## config.mk

```make
export PLATFORM = sky130hd
export DESIGN_NAME = gpio_input_debounce
export DESIGN_NICKNAME = d
export VERILOG_FILES = /design/src/rtl/gpio_input_debounce.sv
export SDC_FILE = /design/constraint.sdc
export NUM_CORES = 1
export LEC_CHECK = 0
export CORE_AREA = 8 8 148 150
export CTS_BUF_LIST = sky130_fd_sc_hd__clkbuf_8
export DETAILED_ROUTE_END_ITERATION = 10
export DIE_AREA = 0 0 156 158
export GPL_TIMING_DRIVEN = 1
export PLACE_DENSITY = 0.87
export SETUP_SLACK_MARGIN = 0.2
export SLEW_MARGIN = 30
export SYNTH_ARGS = -nofsm -noshare
export SYNTH_HDL_FRONTEND = slang
export SYNTH_SLANG_ARGS = --single-unit
```

## constraint.sdc

```tcl
create_clock -name clk -period 1.7 [get_ports clk]
set_input_delay 0.255 -clock clk [delete_from_list [all_inputs] [get_ports clk]]
set_output_delay 0.255 -clock clk [all_outputs]
set_load 0.02 [all_outputs]
```

## src/rtl/gpio_input_debounce.sv

```systemverilog
// gpio_input_debounce: synchronises and debounces the board switch/key inputs
// before they reach the SoC GPIO input bus.
//
// Ports:
//   clk         system clock, all state on the rising edge
//   reset       synchronous active-high reset
//   raw_i       asynchronous board pins {SW, KEY}
//   level_o     debounced, polarity-corrected level
//   rise_o      one-cycle pulse after level_o goes 0->1
//   fall_o      one-cycle pulse after level_o goes 1->0
//   evt_mask_i  per-bit event enable for irq_o
//   evt_clr_i   write-1-to-clear for evt_o
//   evt_o       sticky edge-event flags
//   irq_o       OR of (evt_o & evt_mask_i)
//
// Build option: define GPIO_INPUT_EDGE_EVT_EN to implement the edge pulses,
// sticky events and interrupt. Without it those outputs are tied low and no
// edge/event flops exist.
module gpio_input_debounce #(
  parameter int unsigned W              = 22,
  parameter int unsigned TICK_CYCLES    = 50000,
  parameter int unsigned DEBOUNCE_TICKS = 10,
  parameter logic [W-1:0] RESET_LEVEL   = W'(4'hF),
  parameter logic [W-1:0] INVERT_MASK   = W'(4'hF)
) (
  input  logic         clk,
  input  logic         reset,
  input  logic [W-1:0] raw_i,
  output logic [W-1:0] level_o,
  output logic [W-1:0] rise_o,
  output logic [W-1:0] fall_o,
  input  logic [W-1:0] evt_mask_i,
  input  logic [W-1:0] evt_clr_i,
  output logic [W-1:0] evt_o,
  output logic         irq_o
);

  localparam int unsigned PW = (TICK_CYCLES > 1) ? $clog2(TICK_CYCLES) : 1;
  // One spare bit so the counter can hold DEBOUNCE_TICKS-1 for any value.
  localparam int unsigned CW = $clog2(DEBOUNCE_TICKS) + 1;
  localparam logic [PW-1:0] PresLast = PW'(TICK_CYCLES - 1);
  localparam logic [CW-1:0] CntLast  = CW'(DEBOUNCE_TICKS - 1);

  logic [W-1:0]         sync1_q, sync2_q;
  logic [W-1:0]         stable_q, stable_d;
  logic [W-1:0][CW-1:0] cnt_q, cnt_d;
  logic [PW-1:0]        presc_q, presc_d;
  logic                 tick;
  logic [W-1:0]         level;

  assign tick    = (presc_q == PresLast);
  assign presc_d = tick ? '0 : presc_q + PW'(1);

  // Each bit needs DEBOUNCE_TICKS consecutive disagreeing tick samples;
  // a single agreeing sample restarts its qualification.
  always_comb begin
    stable_d = stable_q;
    cnt_d    = cnt_q;
    if (tick) begin
      for (int i = 0; i < int'(W); i++) begin
        if (sync2_q[i] != stable_q[i]) begin
          if (cnt_q[i] == CntLast) begin
            stable_d[i] = sync2_q[i];
            cnt_d[i]    = '0;
          end else begin
            cnt_d[i] = cnt_q[i] + CW'(1);
          end
        end else begin
          cnt_d[i] = '0;
        end
      end
    end
  end

  always_ff @(posedge clk) begin
    if (reset) begin
      sync1_q  <= RESET_LEVEL;
      sync2_q  <= RESET_LEVEL;
      stable_q <= RESET_LEVEL;
      cnt_q    <= '0;
      presc_q  <= '0;
    end else begin
      sync1_q  <= raw_i;
      sync2_q  <= sync1_q;
      stable_q <= stable_d;
      cnt_q    <= cnt_d;
      presc_q  <= presc_d;
    end
  end

  // XOR with a constant adds no register stage beyond stable_q.
  assign level   = stable_q ^ INVERT_MASK;
  assign level_o = level;

`ifdef GPIO_INPUT_EDGE_EVT_EN
  logic [W-1:0] level_prev_q;
  logic [W-1:0] rise_q, fall_q;
  logic [W-1:0] evt_q, evt_d;

  // New edges set the flag even when a clear arrives in the same cycle.
  assign evt_d = (evt_q & ~evt_clr_i) | rise_q | fall_q;

  always_ff @(posedge clk) begin
    if (reset) begin
      // Matches the post-reset level so no pulse follows reset release.
      level_prev_q <= RESET_LEVEL ^ INVERT_MASK;
      rise_q       <= '0;
      fall_q       <= '0;
      evt_q        <= '0;
    end else begin
      level_prev_q <= level;
      rise_q       <= level & ~level_prev_q;
      fall_q       <= ~level & level_prev_q;
      evt_q        <= evt_d;
    end
  end

  assign rise_o = rise_q;
  assign fall_o = fall_q;
  assign evt_o  = evt_q;
  assign irq_o  = |(evt_q & evt_mask_i);
`else
  logic unused_evt_inputs;
  assign unused_evt_inputs = ^{evt_mask_i, evt_clr_i};

  assign rise_o = '0;
  assign fall_o = '0;
  assign evt_o  = '0;
  assign irq_o  = 1'b0;
`endif

endmodule
```

==> impl_metrics.json, run 1 <==
{
  "status": "finished with violations",
  "violations": "setup timing",
  "slowest_stage": "nor4b_4",
  "ys_types": 37,
  "io_pins": 157,
  "cts_inserted_buffers": 17,
  "overflow": 0,
  "grt_max_degree": 80,
  "dieArea_um2": 24600,
  "grt_pass1_wl_um": 36900,
  "area_growth_pct": 29.5,
  "r2r_start": "presc_q[12]",
  "timing.final.max_slew_violations": 0,
  "p_leak_nw": 4.45,
  "clkPwrFrac": 0.396,
  "p_sw_mw": 2.22,
  "synthArstFlopShare": 0,
  "synthesis.area_um2": 9620,
  "num_rows": 52,
  "hold_violations": 0,
  "synth_ff_type": "dfxtp_1",
  "hold_start": "reset",
  "die_x_um": 156,
  "drc": 0,
  "crit_buf_inv": 2,
  "ant_nets": 0,
  "setup_slack_ns": -0.0554,
  "drt_iter0_drc": 521,
  "cts_max_path_buffers": 2,
  "wirelength_um": 25300,
  "holdPathEnd": "cnt_q[51]",
  "rr_worst_depth": 6,
  "antenna_found_initial": 0,
  "die-height_um": 158,
  "p_comb_frac": 0.060,
  "tritoncts": "built",
  "worstMarginPinSlew_ns": 0.553,
  "fill_cells": 1482,
  "grt_setup_unrepaired": "true",
  "ir_drop_mv": 0.631,
  "grt_pass1_vias": 7933,
  "skew_ns": 0.0237,
  "hold_class": "in2reg",
  "grt_use_total": 0.180,
  "swShare": 0.264,
  "slew_headroom": 0.631,
  "final_common_cell": "dfxtp_1",
  "path_cells": "nor4b_4 -> and4_4 -> buf_12 -> buf_12 -> a21oi_2 -> a41o_1",
  "numPortBuffers": 45,
  "finalCritPeriodShare": 1.03,
  "first_pass_iters": 4,
  "synth_area_per_cell_um2": 8.93,
  "setup-tns-final_ns": -0.283,
  "clk_pin_slew_ns": 0.10,
  "max_freq_mhz": 570,
  "required_ns": 2.07,
  "reg2reg_slack_ns": -0.06,
  "fin_nets": 1263,
  "endpoint_kind": "register",
  "vias_per_cell": 5.65,
  "p_per_area_nw_per_um2": 675,
  "setup_viol": 14,
  "crit_top_cell": "buf_12",
  "worstHoldPathCells": 3,
  "seq_area_frac_synth": 0.399,
  "cap_violations": 0,
  "root_buffer": "clkbuf_8",
  "cp-start-kind": "register",
  "internal_power_mw": 6.20,
  "ys_warn_count": 0,
  "netlist_instances": 1077,
  "worst-endpoint-arrival_ns": 2.13,
  "start_util": 0.488,
  "hpwl_um": 12700,
  "diodes": 0,
  "cpPeakStageDelay_ns": 0.36,
  "num_vias": 8103,
  "drive_gt1_frac": 0.310,
  "place_ws_ns": 0.00144,
  "ys_ff_latch": 192,
  "final_cell_mix": "dfxtp_1, inv_1, nand3_1",
  "power_frac_seq": 0.544,
  "cts_sinks": 192,
  "fin_crit_ns": 1.76,
  "clk_latency_ns": 0.49,
  "worstPathMaxFanout": 5,
  "r2r_end": "stable_q[10]",
  "gp_congestion": 0.806,
  "cts-htree-levels": 4,
  "core-area_um2": 19700,
  "cpLargestDelayFamily": "simple AND/OR/NAND/NOR gates",
  "wl_per_cell_um": 17.6,
  "worstSetupPathType": "reg2reg",
  "synth-edff-count": 0
}
-- per-stage QoR --
| step | hold WS, ns | util | total power, mW | cells | cell area [µm²] |
|---|---|---|---|---|---|
| final | 0.252 | 0.632 | 8.42 | 1433 | 12500 |
| after global placement | 0.394 | 0.524 | 5.11 | 1362 | 10300 |
| after floorplan | 0.359 | - | 5.11 | 1143 | 10000 |
| after global routing | 0.268 | 0.632 | 8.74 | 1433 | 12500 |
| after detailed placement | 0.398 | 0.524 | 5.12 | 1362 | 10300 |
| after CTS | 0.257 | 0.587 | 8.38 | 1417 | 11600 |
-- timing repair --
action	in CTS	in global routing
buffers inserted	8	8
hold buffers	1	0
gates resized for setup	142	178
hold endpoints to repair	2	0
cloned	14	8
endpoints found under the setup margin	169	166
pin swaps	13	40
-- power by group through the flow --
stage / logic, mW / registers (mW) / clock network (mW)
after floorplan: 0.430 / 4.68 / 0
after global placement: 0.428 / 4.68 / 0
after detailed placement: 0.434 / 4.68 / 0
after CTS: 0.461 / 4.58 / 3.34
after global routing: 0.548 / 4.58 / 3.61
final: 0.508 / 4.58 / 3.33
-- cells in the mapped netlist (26+ instances only) --
cell type,n,area share
a21oi_1,110,0.057
buf_4,96,0.075
clkbuf_1,26,0.010
dfxtp_1,192,0.40
ha_1,45,0.059
inv_1,71,0.028
nand2_1,47,0.018
nand3_1,72,0.037
nor2_1,39,0.015
nor2b_1,36,0.023
o32ai_1,44,0.040
or3_1,44,0.029
xnor2_1,34,0.031
-- tightest hold or removal path, delay by kind of cell --
kind / cells / cell delay (ns)
buffers and inverters: 2 / 0.30
AO/OA/AOI/OAI: 1 / 0.12
-- routing by layer --
| layer | GRT usage | share of wire |
|---|---|---|
| met3 | 0.0393 | 0.051 |
| met1 | 0.206 | 0.40 |
| met2 | 0.315 | 0.52 |
| met5 | 0 | 0 |
| met4 | 0.0883 | 0.028 |
-- worst max path at each step --
stage,startpoint,cells past startpoint,end
after floorplan,presc_q[1],7,stable_q[4]
after global placement,presc_q[13],5,stable_q[2]
after detailed placement,presc_q[13],5,stable_q[1]
after CTS,presc_q[12],5,stable_q[19]
after global routing,presc_q[12],6,stable_q[10]
final,presc_q[12],6,stable_q[10]
-- state kept, by name, summed over array words and instances (netlist names) --
register,flops
stable_q,22
cnt_q,110
presc_q,16
sync1_q,22
sync2_q,22
-- cell families (layout without fill, tap and decap cells) --
| kind of cell | Yosys count | count (layout) | synth area share |
|---|---|---|---|
| xor+xnor | 36 | 36 | 0.0328 |
| other cells | 1 | 67 | 0.000390 |
| fa+ha+maj | 45 | 45 | 0.0585 |
| flops | 192 | 192 | 0.399 |
| simple gates | 373 | 375 | 0.227 |
| compound gates | 220 | 220 | 0.159 |
| buf+inv | 210 | 228 | 0.123 |
-- cell type report --
type | count | area (µm²) | share of cell area
clock buffer | 17 | 234 | 0.0188
sequential | 192 | 3860 | 0.310
inverter | 72 | 270 | 0.0217
multi-input combinational | 743 | 6010 | 0.482
timing repair buffer | 124 | 1560 | 0.125
tap | 270 | 338 | 0.0271
clock inverter | 15 | 193 | 0.0155
Power figures use the tool's default switching activity.
==> run 2: changes to the inputs <==
--- a/config.mk
+++ b/config.mk
@@ -10,7 +10,7 @@
 export DETAILED_ROUTE_END_ITERATION = 10
 export DIE_AREA = 0 0 156 158
 export GPL_TIMING_DRIVEN = 1
-export PLACE_DENSITY = 0.87
+export PLACE_DENSITY_LB_ADDON = 0.3
 export SETUP_SLACK_MARGIN = 0.2
 export SLEW_MARGIN = 30
 export SYNTH_ARGS = -nofsm -noshare
==> run 2 against run 1 <==
  * The run still ends with setup timing left
  * Non-clock buffer count increased by 22
  * Final area decreased by 0.10%
  * Register-to-register slack got worse by 0.03 ns
  * Via count decreased by 2.7%
  * Count of clock-buffer cells in the layout increased by 1
  * Clock skew decreased by 0.0025 ns
  * Hold slack got worse by 0.16 ns
==> impl_metrics.json, run 2 (synthesized netlist as in run 1, its figures left out) <==
{
  "drive_gt1_frac": 0.301,
  "fin_nets": 1284,
  "numPortBuffers": 45,
  "setup_viol": 103,
  "regMostFlops": "cnt_q",
  "grt_max_degree": 57,
  "skew_ns": 0.0211,
  "worstPathMaxFanout": 7,
  "dr_wl_met3_um": 804,
  "hold_violations": 0,
  "clk_pin_slew_ns": 0.10,
  "hold_start": "reset",
  "first_pass_iters": 5,
  "fin_area_um2": 12500,
  "cts_max_path_buffers": 2,
  "p_per_area_nw_per_um2": 644,
  "io_pins": 157,
  "power.total_mw": 8.02,
  "die-height_um": 158,
  "hpwl_um": 12200,
  "grt_use_total": 0.164,
  "cap_violations": 0,
  "num_rows": 52,
  "topRoutingLayerUsed": "met4",
  "r2r_start": "presc_q[11]",
  "worst-endpoint-arrival_ns": 2.14,
  "drt_iter0_drc": 406,
  "grt_pass1_wl_um": 33800,
  "wl_met1_um": 10000,
  "finalCritPeriodShare": 1.05,
  "wl_met2_um": 11200,
  "dpl-instance-area_um2": 10400,
  "place_ws_ns": -0.0252,
  "overflow": 0,
  "area_growth_pct": 29.4,
  "worstMarginPinSlew_ns": 0.550,
  "wl_per_cell_um": 15.4,
  "worstHoldPathCells": 2,
  "status": "finished with violations",
  "slew_headroom": 0.628,
  "vias_per_cell": 5.43,
  "crit_top_cell": "buf_6",
  "drc": 0,
  "reg2reg_slack_ns": -0.08,
  "start_util": 0.488,
  "largest_reg_flops": 110,
  "rr_worst_depth": 8,
  "cp-start-kind": "register",
  "max_freq_mhz": 561,
  "clk_latency_ns": 0.48,
  "whs_ns": 0.0880,
  "dieArea_um2": 24600,
  "root_buffer": "clkbuf_8",
  "cpPeakStageDelay_ns": 0.37,
  "cts_sinks": 192,
  "hold_class": "in2reg",
  "cts-htree-levels": 4,
  "stdcell_count": 1453,
  "final_cell_mix": "dfxtp_1, inv_1, conb_1",
  "endpoint_kind": "register",
  "wirelength_um": 22300,
  "setup_slack_ns": -0.0829,
  "gp_congestion": 0.764,
  "grt_pass1_vias": 7186,
  "antenna_found_initial": 0,
  "core-area_um2": 19700,
  "p_leak_nw": 4.56,
  "cts_inserted_buffers": 17,
  "ant_nets": 0,
  "final_util": 0.632,
  "fin_crit_ns": 1.78,
  "dp_cells": 1383,
  "path_cells": "nor4b_4 -> nand4_1 -> buf_6 -> buf_12 -> buf_6 -> nand2_4 -> buf_8 -> nor2_1",
  "setup-tns-final_ns": -3.90,
  "die_x_um": 156,
  "required_ns": 2.06,
  "grt_setup_unrepaired": "true",
  "timing.final.max_slew_violations": 0,
  "final_common_cell": "dfxtp_1",
  "slowest_stage": "nor4b_4",
  "violations": "setup timing",
  "holdPathEnd": "cnt_q[66]",
  "ir_drop_mv": 0.475,
  "num_vias": 7885,
  "diodes": 0,
  "worstSetupPathType": "reg2reg",
  "tritoncts": "built",
  "r2r_end": "presc_q[13]"
}
[run 2: changes by cell type in the layout (fill, tap and decap cells not counted), sizes merged, moves of 2 or more]
cell,change
bufinv,-2
clkbuf,-2
clkinv,+2
buf,+20
clkdlybuf4s15,+5
inv,-3
[run 2: timing repair]
action                                  4_1_cts  5_1_grt
cloned                                       13       10
gates resized for setup                     102      193
endpoints found under the setup margin      167      164
pin swaps                                    28       46
hold buffers                                  0        0
buffers inserted                             12        4
[run 2: worst max path at each step]
| stage | cells past startpoint | slack [ns] | startpoint | to |
|---|---|---|---|---|
| 3_3_place_gp | 5 | -0.005 | presc_q[13] | stable_q[16] |
| 5_1_grt | 6 | -0.14 | presc_q[11] | cnt_q[0] |
| 2_1_floorplan | 7 | 0.16 | presc_q[1] | stable_q[4] |
| 3_5_place_dp | 5 | -0.03 | presc_q[13] | stable_q[11] |
| 4_1_cts | 5 | 0.01 | presc_q[13] | stable_q[0] |
| 6_report | 8 | -0.08 | presc_q[11] | presc_q[13] |
[run 2: power by group]
group	switching, mW	internal (mW)
Clock	1.72	1.22
Combinational	0.360	0.152
Sequential	0.0241	4.55
Total	2.10	5.92
[run 2: area by class of cell]
class,count,area (µm²)
clock buffer,18,248
multi-input combinational,742,5840
inverter,72,270
tap,270,338
fill,1568,7260
sequential,192,3850
timing repair buffer,146,1770
clock inverter,13,128
[run 2: layer usage]
layer	global-route usage	up-vias
li1	-	3902
met1	0.207	3817
met2	0.280	143
met3	0.0322	23
met4	0.0453	0
met5	0	-
[run 2: worst max-delay path: cells and delay by family, from the launching register on]
family        cells  cell delay [ns]
simple gates      4             0.70
buf+inv           4             0.61
flops             1             0.35
==> run 3: changes to the inputs <==
--- a/config.mk
+++ b/config.mk
@@ -11,6 +11,7 @@
 export DIE_AREA = 0 0 156 158
 export GPL_TIMING_DRIVEN = 1
 export PLACE_DENSITY_LB_ADDON = 0.3
+export REMOVE_ABC_BUFFERS = 1
 export SETUP_SLACK_MARGIN = 0.2
 export SLEW_MARGIN = 30
 export SYNTH_ARGS = -nofsm -noshare
==> run 3 against run 2 <==
  * Fmax up 5.7%
  * Critical path type unchanged
  * Sequential cell count unchanged
  * Worst setup slack better by 0.096 ns
  * Final area down 5.9%
  * Non-clock buffer count down 9
  * Critical endpoint is now stable_q[3]
  * Highest routed layer unchanged
  * Register-to-register slack better by 0.096 ns
  * The run now ends clean
  * Utilization down 3.7 points
==> impl_metrics.json, run 3 (synthesized netlist as in run 1, its figures left out) <==
{
  "drive_gt1_frac": 0.243,
  "grt_use_total": 0.155,
  "p_leak_nw": 4.39,
  "whs_ns": 0.0732,
  "grt_setup_unrepaired": "true",
  "grt_pass1_vias": 7325,
  "crit_buf_inv": 3,
  "root_buffer": "clkbuf_8",
  "numPortBuffers": 45,
  "overflow": 0,
  "antenna_found_initial": 0,
  "hold_class": "in2reg",
  "busiest_layer": "met2",
  "cts_sinks": 192,
  "hold_violations": 0,
  "die-height_um": 158,
  "status": "completed",
  "area_growth_pct": 21.8,
  "cts-htree-levels": 4,
  "drc": 0,
  "worstPathMaxFanout": 7,
  "final_common_cell": "dfxtp_1",
  "regMostFlops": "cnt_q",
  "internal_power_mw": 6.06,
  "use_met3": 0.0374,
  "cp-start-kind": "register",
  "power_frac_seq": 0.573,
  "fill_cells": 1691,
  "diodes": 0,
  "io_pins": 157,
  "setup_viol": 0,
  "num_rows": 52,
  "num_vias": 7684,
  "dpl-instance-area_um2": 10500,
  "multi_input_area_um2": 5390,
  "wl_per_cell_um": 14.7,
  "fin_crit_ns": 1.69,
  "p_comb_frac": 0.062,
  "final_cell_mix": "dfxtp_1, inv_1, nand3_1",
  "seqCellArea_um2": 3850,
  "p_per_area_nw_per_um2": 681,
  "final_util": 0.595,
  "skew_ns": 0.0116,
  "timing.final.max_slew_violations": 0,
  "required_ns": 2.05,
  "largest_reg_flops": 110,
  "dieArea_um2": 24600,
  "ant_nets": 0,
  "wirelength_um": 21100,
  "worstMarginPinSlew_ns": 0.510,
  "grt_pass1_wl_um": 32400,
  "cts_max_path_buffers": 2,
  "p_sw_mw": 1.92,
  "clk_latency_ns": 0.46,
  "grtUsageMet1": 0.180,
  "finalCritPeriodShare": 0.992,
  "reg2reg_slack_ns": 0.01,
  "die_x_um": 156,
  "swShare": 0.240,
  "clk_pin_slew_ns": 0.09,
  "globalRouteMet2Util": 0.277,
  "cts_inserted_buffers": 17,
  "fin_nets": 1274,
  "tritoncts": "built",
  "slew_headroom": 0.655,
  "cpPeakStageDelay_ns": 0.34,
  "slowest_stage": "dfxtp_2",
  "worst-endpoint-arrival_ns": 2.04,
  "gp_congestion": 0.812,
  "vias_per_cell": 5.33,
  "drt_iter0_drc": 303,
  "path_cells": "ha_4 -> and3_4 -> and4_4 -> buf_6 -> buf_16 -> buf_8 -> a311o_1",
  "worstSetupPathType": "reg2reg",
  "setup-tns-final_ns": 0,
  "fin_area_um2": 11700,
  "start_util": 0.488,
  "hpwl_um": 12500,
  "first_pass_iters": 4,
  "core-area_um2": 19700,
  "cpLargestDelayFamily": "buffers and inverters",
  "grt_max_degree": 65,
  "endpoint_kind": "register",
  "holdBufCountCts": 0,
  "max_freq_mhz": 593,
  "ir_drop_mv": 0.503,
  "cap_violations": 0,
  "clkPwrFrac": 0.365
}
==> run 3: cell count changes in the layout (fill, tap and decap cells not counted), moves of 6 or more <==
| cell | delta |
|---|---|
| a21oi_1 | +20 |
| a21oi_2 | -9 |
| a21oi_4 | -11 |
| buf_16 | -6 |
| nand2_1 | +11 |
| nand2_4 | -7 |
| nand3_1 | +9 |
| nand3_2 | -9 |
| nor2_1 | +6 |
| o21ai_1 | +10 |
| o21ai_2 | -9 |
==> run 3: worst reg2reg max path, cell delays in order, from the launching register on <==
cell and delay (ns):
dfxtp_2 0.34, ha_4 0.16, and3_4 0.14, and4_4 0.24, buf_6 0.14, buf_16 0.14
buf_8 0.13, a311o_1 0.30
==> run 3: per-layer routing <==
| layer | wire (µm) | up-vias |
|---|---|---|
| met3 | 650 | 25 |
| met4 | 273 | 0 |
| li1 | - | 3865 |
| met5 | 0 | - |
| met2 | 10600 | 123 |
| met1 | 9610 | 3671 |
==> run 3: final timing paths <==
path                 endpoint  depth (start not counted)       start
setup / recovery  stable_q[3]                          7  presc_q[1]
hold / removal      cnt_q[22]                          2       reset
setup reg to reg  stable_q[3]                          7  presc_q[1]
hold reg to reg    sync2_q[2]                          1  sync1_q[2]
==> run 3: layout make-up <==
cell class              count  share of cell area
clock buffers              19              0.0223
flip-flops and latches    192               0.329
inverters                  72              0.0231
multi-input cells         741               0.460
repair buffers            137               0.127
clock inverters            11              0.0100
well taps                 270              0.0288
==> run 3: power groups by stage <==
stage | Sequential, mW | Clock (mW) | Combinational (mW)
after floorplan | 4.67 | 0 | 0.243
after detailed placement | 4.68 | 0 | 0.463
after global routing | 4.58 | 3.17 | 0.539
final | 4.57 | 2.91 | 0.493
after CTS | 4.57 | 3.01 | 0.469
after global placement | 4.68 | 0 | 0.461
==> run 3: what timing repair did <==
| item | CTS | global route |
|---|---|---|
| setup endpoints to repair | 151 | 165 |
| cloned | 3 | 8 |
| pin swaps | 19 | 35 |
| setup buffers | 3 | 4 |
| gates resized for setup | 56 | 150 |
==> run 3: per-stage QoR <==
stage,instances,setup slack (ns),power (mW)
after detailed placement,1394,-0.0248,5.14
final,1442,0.0130,7.98
after CTS,1430,0.0297,8.05
after floorplan,1005,-2.63,4.92
after global routing,1442,-0.0247,8.29
after global placement,1394,0.0171,5.14
